## src/rtl/ex_operand_stage_pkg.sv

```systemverilog
// Shared types for the ID/EX operand stage: forwarding select, the ID/EX
// register layout and the saturating counter helper.
package ex_operand_stage_pkg;

  localparam int DATA_W  = 32;
  localparam int OP_W    = 4;
  localparam int RADDR_W = 5;

  localparam logic [OP_W-1:0] ALU_ADD = 4'b0011;

  typedef enum logic [1:0] {
    FWD_NONE  = 2'd0,
    FWD_EXMEM = 2'd1,
    FWD_MEMWB = 2'd2
  } fwd_sel_t;

  typedef struct packed {
    logic               valid;
    logic [DATA_W-1:0]  pc;
    logic [DATA_W-1:0]  rs1_data;
    logic [DATA_W-1:0]  rs2_data;
    logic [DATA_W-1:0]  imm;
    logic [RADDR_W-1:0] rs1;
    logic [RADDR_W-1:0] rs2;
    logic [RADDR_W-1:0] rd;
    logic [OP_W-1:0]    alu_op;
    logic               alu_src;
    logic               reg_write;
    logic               mem_read;
    logic               mem_write;
  } id_ex_t;

  function automatic logic [31:0] sat_inc(input logic [31:0] v);
    return (&v) ? v : v + 32'd1;
  endfunction

endpackage

```

## src/rtl/ex_operand_stage_forward_unit.sv

```systemverilog
// Per-operand RAW bypass select: EX/MEM beats MEM/WB, x0 is never bypassed.
module forward_unit
  import ex_operand_stage_pkg::*;
#(
  parameter int DATA_WIDTH     = 32,
  parameter int REG_ADDR_WIDTH = 5
) (
  input  logic [REG_ADDR_WIDTH-1:0] rs,
  input  logic [DATA_WIDTH-1:0]     rs_data,
  input  logic                      exmem_reg_write,
  input  logic [REG_ADDR_WIDTH-1:0] exmem_rd,
  input  logic [DATA_WIDTH-1:0]     exmem_result,
  input  logic                      memwb_reg_write,
  input  logic [REG_ADDR_WIDTH-1:0] memwb_rd,
  input  logic [DATA_WIDTH-1:0]     memwb_result,
  output fwd_sel_t                  sel,
  output logic [DATA_WIDTH-1:0]     data
);

  logic rs_nz;
  assign rs_nz = (rs != '0);

  always_comb begin
    sel = FWD_NONE;
    if (rs_nz && exmem_reg_write && (exmem_rd == rs))
      sel = FWD_EXMEM;
    else if (rs_nz && memwb_reg_write && (memwb_rd == rs))
      sel = FWD_MEMWB;
  end

  always_comb begin
    data = rs_data;
    case (sel)
      FWD_EXMEM: data = exmem_result;
      FWD_MEMWB: data = memwb_result;
      default:   data = rs_data;
    endcase
  end

endmodule

```

## src/rtl/ex_operand_stage.sv

```systemverilog
// ID/EX pipeline register with stall/bubble control, operand forwarding into
// the ALU, and load-use hazard detection for the pipeline controller.
module ex_operand_stage
  import ex_operand_stage_pkg::*;
#(
  parameter int DATA_WIDTH     = DATA_W,
  parameter int OPCODE_LENGTH  = OP_W,
  parameter int REG_ADDR_WIDTH = RADDR_W
) (
  input  logic                      clk,
  input  logic                      reset,
  input  logic                      id_valid,
  input  logic [DATA_WIDTH-1:0]     id_pc,
  input  logic [DATA_WIDTH-1:0]     id_rs1_data,
  input  logic [DATA_WIDTH-1:0]     id_rs2_data,
  input  logic [DATA_WIDTH-1:0]     id_imm,
  input  logic [REG_ADDR_WIDTH-1:0] id_rs1,
  input  logic [REG_ADDR_WIDTH-1:0] id_rs2,
  input  logic [REG_ADDR_WIDTH-1:0] id_rd,
  input  logic [OPCODE_LENGTH-1:0]  id_alu_op,
  input  logic                      id_alu_src,
  input  logic                      id_reg_write,
  input  logic                      id_mem_read,
  input  logic                      id_mem_write,
  input  logic                      stall,
  input  logic                      flush,
  input  logic                      exmem_reg_write,
  input  logic [REG_ADDR_WIDTH-1:0] exmem_rd,
  input  logic [DATA_WIDTH-1:0]     exmem_result,
  input  logic                      memwb_reg_write,
  input  logic [REG_ADDR_WIDTH-1:0] memwb_rd,
  input  logic [DATA_WIDTH-1:0]     memwb_result,
  output logic [DATA_WIDTH-1:0]     SrcA,
  output logic [DATA_WIDTH-1:0]     SrcB,
  output logic [OPCODE_LENGTH-1:0]  Operation,
  output logic [DATA_WIDTH-1:0]     ex_store_data,
  output logic [DATA_WIDTH-1:0]     ex_pc,
  output logic [REG_ADDR_WIDTH-1:0] ex_rd,
  output logic                      ex_valid,
  output logic                      ex_reg_write,
  output logic                      ex_mem_read,
  output logic                      ex_mem_write,
  output logic                      load_use_hazard,
  output logic [31:0]               bubble_count
);

  id_ex_t      ex_q, load_d, bub_d;
  logic [31:0] bubble_cnt_q;
  logic        bubble;

  assign load_use_hazard = ex_q.valid & ex_q.mem_read & (ex_q.rd != '0) & id_valid &
                           ((ex_q.rd == id_rs1) | (ex_q.rd == id_rs2));
  assign bubble = flush | load_use_hazard;

  always_comb begin
    load_d           = '0;
    load_d.valid     = id_valid;
    load_d.pc        = id_pc;
    load_d.rs1_data  = id_rs1_data;
    load_d.rs2_data  = id_rs2_data;
    load_d.imm       = id_imm;
    load_d.rs1       = id_rs1;
    load_d.rs2       = id_rs2;
    load_d.rd        = id_rd;
    load_d.alu_op    = id_alu_op;
    load_d.alu_src   = id_alu_src;
    load_d.reg_write = id_reg_write;
    load_d.mem_read  = id_mem_read;
    load_d.mem_write = id_mem_write;
  end

  // A bubble keeps the PC so the EX slot still reports where it sits in the stream.
  always_comb begin
    bub_d    = '0;
    bub_d.pc = ex_q.pc;
  end

  always_ff @(posedge clk) begin
    if (reset) begin
      ex_q         <= '0;
      bubble_cnt_q <= '0;
    end else if (!stall) begin
      if (bubble) begin
        ex_q         <= bub_d;
        bubble_cnt_q <= sat_inc(bubble_cnt_q);
      end else begin
        ex_q <= load_d;
      end
    end
  end

  logic [1:0][REG_ADDR_WIDTH-1:0] ex_rs;
  logic [1:0][DATA_WIDTH-1:0]     ex_rs_data;
  logic [1:0][DATA_WIDTH-1:0]     fwd_data;
  fwd_sel_t                       fwd_sel [2];

  assign ex_rs[0]      = ex_q.rs1;
  assign ex_rs[1]      = ex_q.rs2;
  assign ex_rs_data[0] = ex_q.rs1_data;
  assign ex_rs_data[1] = ex_q.rs2_data;

  for (genvar i = 0; i < 2; i++) begin : g_fwd
    forward_unit #(
      .DATA_WIDTH     (DATA_WIDTH),
      .REG_ADDR_WIDTH (REG_ADDR_WIDTH)
    ) u_fwd (
      .rs              (ex_rs[i]),
      .rs_data         (ex_rs_data[i]),
      .exmem_reg_write (exmem_reg_write),
      .exmem_rd        (exmem_rd),
      .exmem_result    (exmem_result),
      .memwb_reg_write (memwb_reg_write),
      .memwb_rd        (memwb_rd),
      .memwb_result    (memwb_result),
      .sel             (fwd_sel[i]),
      .data            (fwd_data[i])
    );
  end

  assign SrcA          = fwd_data[0];
  assign SrcB          = ex_q.alu_src ? ex_q.imm : fwd_data[1];
  assign ex_store_data = fwd_data[1];
  assign Operation     = ex_q.alu_op;
  assign ex_pc         = ex_q.pc;
  assign ex_rd         = ex_q.rd;
  assign ex_valid      = ex_q.valid;
  assign ex_reg_write  = ex_q.reg_write;
  assign ex_mem_read   = ex_q.mem_read;
  assign ex_mem_write  = ex_q.mem_write;
  assign bubble_count  = bubble_cnt_q;

endmodule

```

## config.mk

```make
export PLATFORM = sky130hd
export DESIGN_NAME = ex_operand_stage
export DESIGN_NICKNAME = d
export VERILOG_FILES = /design/src/rtl/ex_operand_stage_pkg.sv /design/src/rtl/ex_operand_stage_forward_unit.sv /design/src/rtl/ex_operand_stage.sv
export SDC_FILE = /design/constraint.sdc
export NUM_CORES = 1
export LEC_CHECK = 0
export ABC_AREA = 1
export BUFFER_PORTS_ARGS = -buffer_cell sky130_fd_sc_hd__buf_4
export CORE_AREA = 2 2 159 161
export CTS_CLUSTER_DIAMETER = 40
export CTS_CLUSTER_SIZE = 30
export DETAILED_ROUTE_END_ITERATION = 12
export DIE_AREA = 0 0 161 163
export PLACE_DENSITY = 0.73
export SKIP_CTS_REPAIR_TIMING = 1
export SKIP_LAST_GASP = 1
export SLEW_MARGIN = 20
export SYNTH_ARGS = -nofsm -noshare
export SYNTH_HDL_FRONTEND = slang
export SYNTH_HIERARCHICAL = 1
export SYNTH_SLANG_ARGS = --single-unit
export TNS_END_PERCENT = 10
```

## constraint.sdc

```tcl
create_clock -name clk -period 1.9 [get_ports clk]
set_input_delay 0.19 -clock clk [delete_from_list [all_inputs] [get_ports clk]]
set_output_delay 0.19 -clock clk [all_outputs]
set_load 0.005 [all_outputs]
```

==> results.md, run 1 <==
- DR WL/cell: 18.4 µm
- Hold Vio Cnt, Final: 5
- ANT nets after route: 0
- Die area: 26,200 µm²
- Total track usage: 29.2%
- Commonest non-fill, non-tap cells in the layout: 440 x buf_4, 388 x nand2_1, 201 x nand3_1
- CP endpoint kind: primary output
- Syn Inst Count: 1,607
- Post-synthesis area per instance: 6.68 µm²
- Core Region: 24,700 µm²
- Htree depth: 4
- Max-cap violations: 0
- RSZ-0062 raised after global routing: yes
- Pin count of the biggest net entering global routing: 121
- Cell Int Power: 6.78 mW
- Top sig layer: met5
- Port Buf Inserts: 405
- Arrival @ worst endpoint: 2.24 ns
- Max Slew Vio Count: 0
- Final WS setup: -0.526 ns
- Hold Crit Class: input port to flop
- Most common cell after layout, fill and taps aside: buf_4
- Clock Skews: 0.0132 ns
- Met3 Routed Length: 4170 µm
- Root Buffer: clkbuf_16
- Tmin final: 2.43 ns
- Pwr Density: 626 nW/µm²
- Kind of critical path: flop to primary output
- Area Overhead vs Synth: 41.5%
- Top achievable clock speed: 0.412 GHz
- Cts bufs inserted: 17
- First-pass GRT wire length: 60,800 µm
- Yosys warnings: 6
- Routed vias: 12.6k
- CTS clock-pin slew for the worst setup and hold paths: 0.08 ns
- Nets: 2,195
- Synthesized cell area: 10,700 µm²
- Reg2reg path depth: 10
- Sink Count: 184
- Worst EP required: 1.71 ns
- Switch share: 28.6%
- Met2 WL: 19,400 µm
- Place WS: -0.0317 ns
- Die height: 163 µm
- Clock power share: 38.9%
- Sw power: 2.72 mW
- Pre-Repair DR Iteration Count: 6
- Hold WS: -0.0167 ns
- Final WL: 42,400 µm
- Via density: 5.45
- Combinational share of power: 17.9%
- Status: finished, violations left
- Clk Latency, worst-skew pair: 0.43 ns
- Starting Density: 43.5%
- Initial DRC Count: 1,427
- GP Congestion: 0.925
- Row count: 58
- Syn Nets: 1,840
- Rel. slew slack: 59.1%
- CTS tree: done
- Hold Crit Depth: 3
- Maximum fanout along the worst path: 9
- Initial antenna violation count: 7
- Finished Core Util: 61.6%
- Failing checks: hold timing, setup timing
- Wire length on met1: 17,300 µm
- Flop pwr share: 43.2%
- Power Total: 9.50 mW
- Share of layout cells above drive strength 1: 32.3%
- Part of the cycle the worst path needs: 128%
- Die width: 161 µm
- # IOs: 406
- Final setup fails: 97
- DP HPWL: 28,800 µm
- Leak: 6.95 nW
- DR DRC count: 0
- Crit start category: flop
- VDD IR max: 0.462 mV
- Slew @ Worst Pin: 0.613 ns
- Vias in the first global route: 11.1k
- CTS max path bufs: 2
- Grt ovf: 0
[final cells by class]
type                            instances  area, µm²
Clock buffer                           18        439
Antenna cell                            6       15.0
Sequential cell                       184       3700
Tap cell                              330        413
Inverter                              107        412
Clock inverter                         14        155
Multi-Input combinational cell       1153       5840
Timing Repair Buffer                  499       4210
Fill cell                            2283       9480
[critical path: stages (launching register included)]
cell and delay (ns):
dfxtp_4 0.37, nor2_4 0.11, nand3_2 0.11, buf_6 0.14
nand2_4 0.07, nor2_4 0.05, buf_12 0.13, clkbuf_16 0.16
nand3_1 0.11, nand3_2 0.14, mux2_2 0.29, buf_4 0.14
[sequential cells by signal, indices dropped and copies added (netlist names), 4 cells and up]
register / count
ex_q: 107
bubble_count: 32
ex_pc: 32
ex_rd: 5
Operation: 4
[worst paths after layout]
| check | startpoint | end | slack [ns] |
|---|---|---|---|
| setup / recovery | ex_q[17]$_SDFFE_PP0N_ | SrcB[20] | -0.53 |
| hold / removal | id_pc[2] | ex_pc[2]$_SDFFE_PP0P_ | -0.02 |
| setup reg to reg | bubble_count[0]$_SDFFE_PP0P_ | bubble_count[30]$_SDFFE_PP0P_ | 0.09 |
| hold reg to reg | ex_q[51]$_SDFFE_PP0N_ | ex_q[51]$_SDFFE_PP0N_ | 0.46 |
[per-layer routing]
layer | GRT usage [%] | vias up
li1 | - | 6016
met1 | 38.6 | 5764
met2 | 45.1 | 705
met3 | 7.49 | 115
met4 | 12.5 | 2
met5 | 0 | -
[power groups by stage]
stage | clock network, mW | logic, mW | registers (mW)
2_1_floorplan | 0 | 0.762 | 4.16
3_3_place_gp | 0 | 1.58 | 4.18
3_5_place_dp | 0 | 1.59 | 4.19
4_1_cts | 3.76 | 1.60 | 4.10
5_1_grt | 3.93 | 1.83 | 4.12
6_report | 3.70 | 1.70 | 4.10
[per-stage QoR]
step	cell area [µm²]	instances	setup TNS, ns
after floorplan	10700	1607	0
after global placement	14000	2241	-0.0268
after detailed placement	14000	2241	-0.0825
after CTS	14600	2273	-35.45
after global routing	15200	2310	-46.89
final	15200	2311	-34.59
(Power assumes the default switching activity.)
==> run 2, diff against run 1 <==
- PLACE_DENSITY: 0.73 -> unset
- PLACE_DENSITY_LB_ADDON: unset -> 0.1
==> results.md, run 2 (synthesis gave the netlist of run 1 again) <==
- Root Buffer: clkbuf_16
- Pwr Density: 607 nW/µm² (-3.0%)
- R2R setup slack: 0.06 ns (-0.03 ns)
- Core Region: 24,700 µm² (unchanged)
- CTS clock-pin slew for the worst setup and hold paths: 0.08 ns (about the same)
- Vias in the first global route: 11.1k (+0.054%)
- Top achievable clock speed: 0.405 GHz (-1.8%)
- GP Congestion: 0.910 (-1.6%)
- CP endpoint kind: primary output
- Hold Path Origin: id_pc[31]
- CTS tree: done
- Part of the cycle the worst path needs: 130% (+2.4 points)
- Die width: 161 µm (unchanged)
- Max-cap violations: 0 (unchanged)
- Htree depth: 4 (unchanged)
- Worst reg2reg path startpoint: bubble_count[0]$_SDFFE_PP0P_
- Total track usage: 29.4% (+0.20 points)
- Clk Latency, worst-skew pair: 0.44 ns (about the same)
- Initial antenna violation count: 1 (-6)
- Final setup fails: 97 (unchanged)
- Final WL: 42,700 µm (+0.57%)
- Status: finished, violations left
- Kind of critical path: flop to primary output
- Pin count of the biggest net entering global routing: 121 (unchanged)
- Largest register by flop count: ex_q
- Nets: 2,221 (+1.2%)
- Reg-to-Reg End: bubble_count[30]$_SDFFE_PP0P_
- Tmin final: 2.47 ns (+0.0452 ns)
- Via density: 5.38 (-1.3%)
- Die height: 163 µm (unchanged)
- Routed vias: 12.6k (-0.37%)
- Leak: 7.14 nW (+2.7%)
- RSZ-0062 raised after global routing: yes
- Max Slew Vio Count: 0 (unchanged)
- Rel. slew slack: 56.1% (-3.0 points)
- Worst EP required: 1.71 ns (about the same)
- Design Area, Final: 15,500 µm² (+2.3%)
- Placed Area: 14,100 µm² (+0.81%)
- Hold WS: -0.0318 ns (-0.0152 ns)
- Sink Count: 184 (unchanged)
- ANT nets after route: 0 (unchanged)
- Commonest non-fill, non-tap cells in the layout: 450 x buf_4, 387 x nand2_1, 192 x nand3_1
- Share of layout cells above drive strength 1: 33.2% (+0.93 points)
- # IOs: 406 (unchanged)
- Arrival @ worst endpoint: 2.28 ns (+0.04 ns)
- Initial DRC Count: 1,376 (-3.6%)
- Cts bufs inserted: 17 (unchanged)
- Max reg flops: 107 (unchanged)
- First-pass GRT wire length: 61,200 µm (+0.69%)
- Failing checks: hold timing, setup timing
- DR DRC count: 0 (unchanged)
- Crit start category: flop
- Hold Crit Class: input port to flop
- Starting Density: 43.5% (unchanged)
- Hold Vio Cnt, Final: 1 (-4)
- DP HPWL: 28,700 µm (-0.23%)
- Die area: 26,200 µm² (unchanged)
- Most common cell after layout, fill and taps aside: buf_4
- Power Total: 9.43 mW (-0.78%)
- Worst Setup EP: SrcB[6]
- Slew @ Worst Pin: 0.658 ns (+0.0450 ns)
- Maximum fanout along the worst path: 12 (+3)
- Crit path from: ex_q[15]$_SDFFE_PP0N_
- Reg2reg path depth: 10 (unchanged)
- CTS max path bufs: 2 (unchanged)
- Grt ovf: 0 (unchanged)
- Clock Skews: 0.0155 ns (+0.00230 ns)
- VDD IR max: 0.503 mV (+9.0%)
- Final WS setup: -0.571 ns (-0.0452 ns)
- Pre-Repair DR Iteration Count: 5 (-1)
- Row count: 58 (unchanged)
- Area Overhead vs Synth: 44.8%
- Port Buf Inserts: 405 (unchanged)
- DR WL/cell: 18.3 µm (-0.38%)
[run 2: routing by layer]
layer  vias to the layer above  global-route usage, %  wire (µm)
met3                        77                   7.82       3460
met4                         0                   10.9       1300
met2                       525                   46.4      19900
li1                       6078                      -          -
met5                         -                      0          0
met1                      5875                   38.6      18100
[run 2: where the power goes]
part / switching, mW / internal (mW) / total [mW]
Clock: 1.81 / 1.80 / 3.61
Combinational: 0.827 / 0.900 / 1.73
Sequential: 0.0963 / 4.00 / 4.09
[run 2: worst min path at each step]
stage                        endpoint  slack (ns)  depth (start not counted)
3_5_place_dp   ex_pc[22]$_SDFFE_PP0P_        0.42                          3
5_1_grt        ex_pc[31]$_SDFFE_PP0P_       0.004                          3
4_1_cts        ex_pc[20]$_SDFFE_PP0P_       -0.05                          3
6_report       ex_pc[31]$_SDFFE_PP0P_       -0.03                          3
3_3_place_gp   ex_pc[26]$_SDFFE_PP0P_        0.41                          3
2_1_floorplan   ex_pc[0]$_SDFFE_PP0P_        0.32                          2
[run 2: metrics by stage]
step	util, %	TNS (ns)	std cells	hold WS, ns	worst slack (ns)
final	63.0	-39.21	2333	-0.0318	-0.571
after global routing	63.0	-56.68	2331	0.00392	-0.667
after CTS	59.4	-63.32	2288	-0.0532	-0.938
after detailed placement	57.0	-23.20	2256	0.418	-0.454
after global placement	57.0	-23.87	2256	0.410	-0.469
after floorplan	-	0	1607	0.325	0.268
[run 2: area by class of cell]
class                   count  area (µm²)
repair buffers            524        4480
clock inverters            14         150
fillers                  2330        9140
multi-input cells        1154        5950
well taps                 330         413
inverters                 107         412
clock buffers              18         439
flip-flops and latches    184        3700
diodes                      2        5.00
[run 2: worst max-delay path: stages (launching register included)]
cell and delay, ns:
dfxtp_2 0.35, buf_6 0.12, xnor2_2 0.13, nand2_2 0.10, nor2_4 0.16, nand2_8 0.14, buf_12 0.18, nand3_1 0.15
nand3_2 0.10, mux2_2 0.27, buf_4 0.13
==> run 3, diff against run 2 <==
- REMOVE_ABC_BUFFERS: unset -> 1
==> results.md, run 3 (synthesis gave the netlist of run 1 again) <==
- CTS clock-pin slew for the worst setup and hold paths: 0.08 ns (about the same)
- DR WL/cell: 18.0 µm (-1.7%)
- Slew @ Worst Pin: 0.617 ns (-0.0411 ns)
- VDD IR max: 0.499 mV (-0.96%)
- Hold WS: -0.0274 ns (+0.00448 ns)
- Rel. slew slack: 58.8% (+2.7 points)
- Row count: 58 (unchanged)
- GP Congestion: 0.848 (-6.8%)
- Total track usage: 29.6% (+0.26 points)
- Reg-to-Reg End: bubble_count[26]$_SDFFE_PP0P_
- Maximum fanout along the worst path: 7 (-5)
- CTS max path bufs: 2 (unchanged)
- Nets: 2,235 (+0.63%)
- Commonest non-fill, non-tap cells in the layout: 474 x buf_4, 388 x nand2_1, 206 x nand3_1
- # IOs: 406 (unchanged)
- CP endpoint kind: primary output
- Die area: 26,200 µm² (unchanged)
- Clock Skews: 0.0119 ns (-0.00363 ns)
- ANT nets after route: 0 (unchanged)
- Arrival @ worst endpoint: 2.35 ns (+0.07 ns)
- Layout fillers: 2,321 (-0.39%)
- Grt ovf: 0 (unchanged)
- Final setup fails: 97 (unchanged)
- Final WL: 42,200 µm (-1.2%)
- Sequential cell area: 3690 µm² (about the same)
- DP HPWL: 28,500 µm (-0.61%)
- Sink Count: 184 (unchanged)
- Max reg flops: 107 (unchanged)
- DR DRC count: 0 (unchanged)
- Hold Crit Class: input port to flop
- Area Overhead vs Synth: 44.4%
- Pwr Density: 614 nW/µm² (+1.1%)
- Kind of critical path: flop to primary output
- CTS tree: done
- First-pass GRT wire length: 61,900 µm (+1.1%)
- Initial antenna violation count: 0 (-1)
- Status: finished, violations left
- Max-cap violations: 0 (unchanged)
- Initial DRC Count: 1,026 (-25%)
- Multi-input logic area: 5810 µm² (-2.4%)
- Cts bufs inserted: 17 (unchanged)
- Worst EP required: 1.71 ns (about the same)
- Worst Setup EP: SrcB[5]
- Clk Latency, worst-skew pair: 0.44 ns (about the same)
- Die width: 161 µm (unchanged)
- Routed vias: 12.5k (-0.37%)
- Leak: 7.16 nW (+0.26%)
- Via density: 5.33 (-0.88%)
- RSZ-0062 raised after global routing: yes
- Die height: 163 µm (unchanged)
- Vias in the first global route: 11.4k (+2.4%)
- Most common cell after layout, fill and taps aside: buf_4
- Part of the cycle the worst path needs: 134% (+3.6 points)
- Htree depth: 4 (unchanged)
- Crit start category: flop
- Pre-Repair DR Iteration Count: 6 (+1)
- Core Region: 24,700 µm² (unchanged)
- Worst reg2reg path startpoint: bubble_count[0]$_SDFFE_PP0P_
- Port Buf Inserts: 405 (unchanged)
- Tmin final: 2.54 ns (+0.0676 ns)
- Final WS setup: -0.639 ns (-0.0676 ns)
- Reg2reg path depth: 10 (unchanged)
- Top achievable clock speed: 0.394 GHz (-2.7%)
- Largest register by flop count: ex_q
- N_diodes: 0 (-2)
- Finished Core Util: 62.8% (-0.17 points)
- Root Buffer: clkbuf_16
- Crit path from: ex_q[14]$_SDFFE_PP0N_
- Starting Density: 43.5% (unchanged)
- Hold Vio Cnt, Final: 5 (+4)
- Max Slew Vio Count: 0 (unchanged)
- Share of layout cells above drive strength 1: 32.9% (-0.28 points)
- R2R setup slack: 0.08 ns (+0.02 ns)
- Failing checks: hold timing, setup timing
- Pin count of the biggest net entering global routing: 121 (unchanged)
## run 3: cell types whose count changed in the layout (fill, tap and decap cells not counted), moves of 4 or more
cell	before	now
buf_4	450	474
buf_6	11	4
dlygate4sd3_1	31	27
nand3_1	192	206
nand3_2	48	41
nand3_4	7	0
## run 3: area by class of cell
cell class	instances	share of cell area, %
clock buffers	17	2.75
clock inverters	15	1.17
inverters	107	2.69
multi-input cells	1154	37.5
flip-flops and latches	184	23.8
well taps	330	2.66
repair buffers	538	29.4
## run 3: how the worst min path moves through the flow
stage	from	endpoint	cells after the start
2_1_floorplan	reset	Operation[0]$_SDFFE_PP0N_	1
3_3_place_gp	id_pc[11]	ex_pc[11]$_SDFFE_PP0P_	3
3_5_place_dp	id_pc[12]	ex_pc[12]$_SDFFE_PP0P_	3
4_1_cts	id_pc[0]	ex_pc[0]$_SDFFE_PP0P_	3
5_1_grt	id_pc[3]	ex_pc[3]$_SDFFE_PP0P_	3
6_report	id_pc[10]	ex_pc[10]$_SDFFE_PP0P_	3
## run 3: report_power, final
part | switching [mW] | internal [mW] | total (mW)
logic | 0.812 | 0.897 | 1.71
clock network | 1.80 | 1.90 | 3.70
registers | 0.0985 | 4.00 | 4.10
## run 3: per-stage QoR
| stage | total power [mW] | worst slack [ns] | TNS [ns] | instance area (µm²) | cells |
|---|---|---|---|---|---|
| after CTS | 9.48 | -0.941 | -63.98 | 14800 | 2305 |
| after global routing | 9.89 | -0.703 | -54.06 | 15500 | 2345 |
| after detailed placement | 5.79 | -0.463 | -25.25 | 14200 | 2273 |
| after floorplan | 4.75 | -1.92 | -245.38 | 9740 | 1444 |
| final | 9.51 | -0.639 | -41.63 | 15500 | 2345 |
| after global placement | 5.77 | -0.473 | -26.35 | 14200 | 2273 |
## run 3: metal layers
layer / vias to the layer above / wire (µm) / share of wire, % / GRT usage (%)
met5: - / 0 / 0 / 0
met1: 5782 / 17200 / 41 / 37.7
met4: 0 / 1110 / 2.6 / 9.54
li1: 6097 / - / - / -
met2: 548 / 20400 / 48 / 49.5
met3: 82 / 3500 / 8.3 / 7.36
## run 3: worst max-delay path, stage by stage, from the launching register on
cell and delay [ns]:
dfxtp_4 0.36, buf_6 0.11, nor2_1 0.10, nand3_1 0.11, buf_4 0.16, inv_4 0.06, nor2_4 0.05, nand2_8 0.13
inv_8 0.07, clkbuf_16 0.17, nand2_1 0.06, nand3_1 0.11, mux2_2 0.28, buf_4 0.13
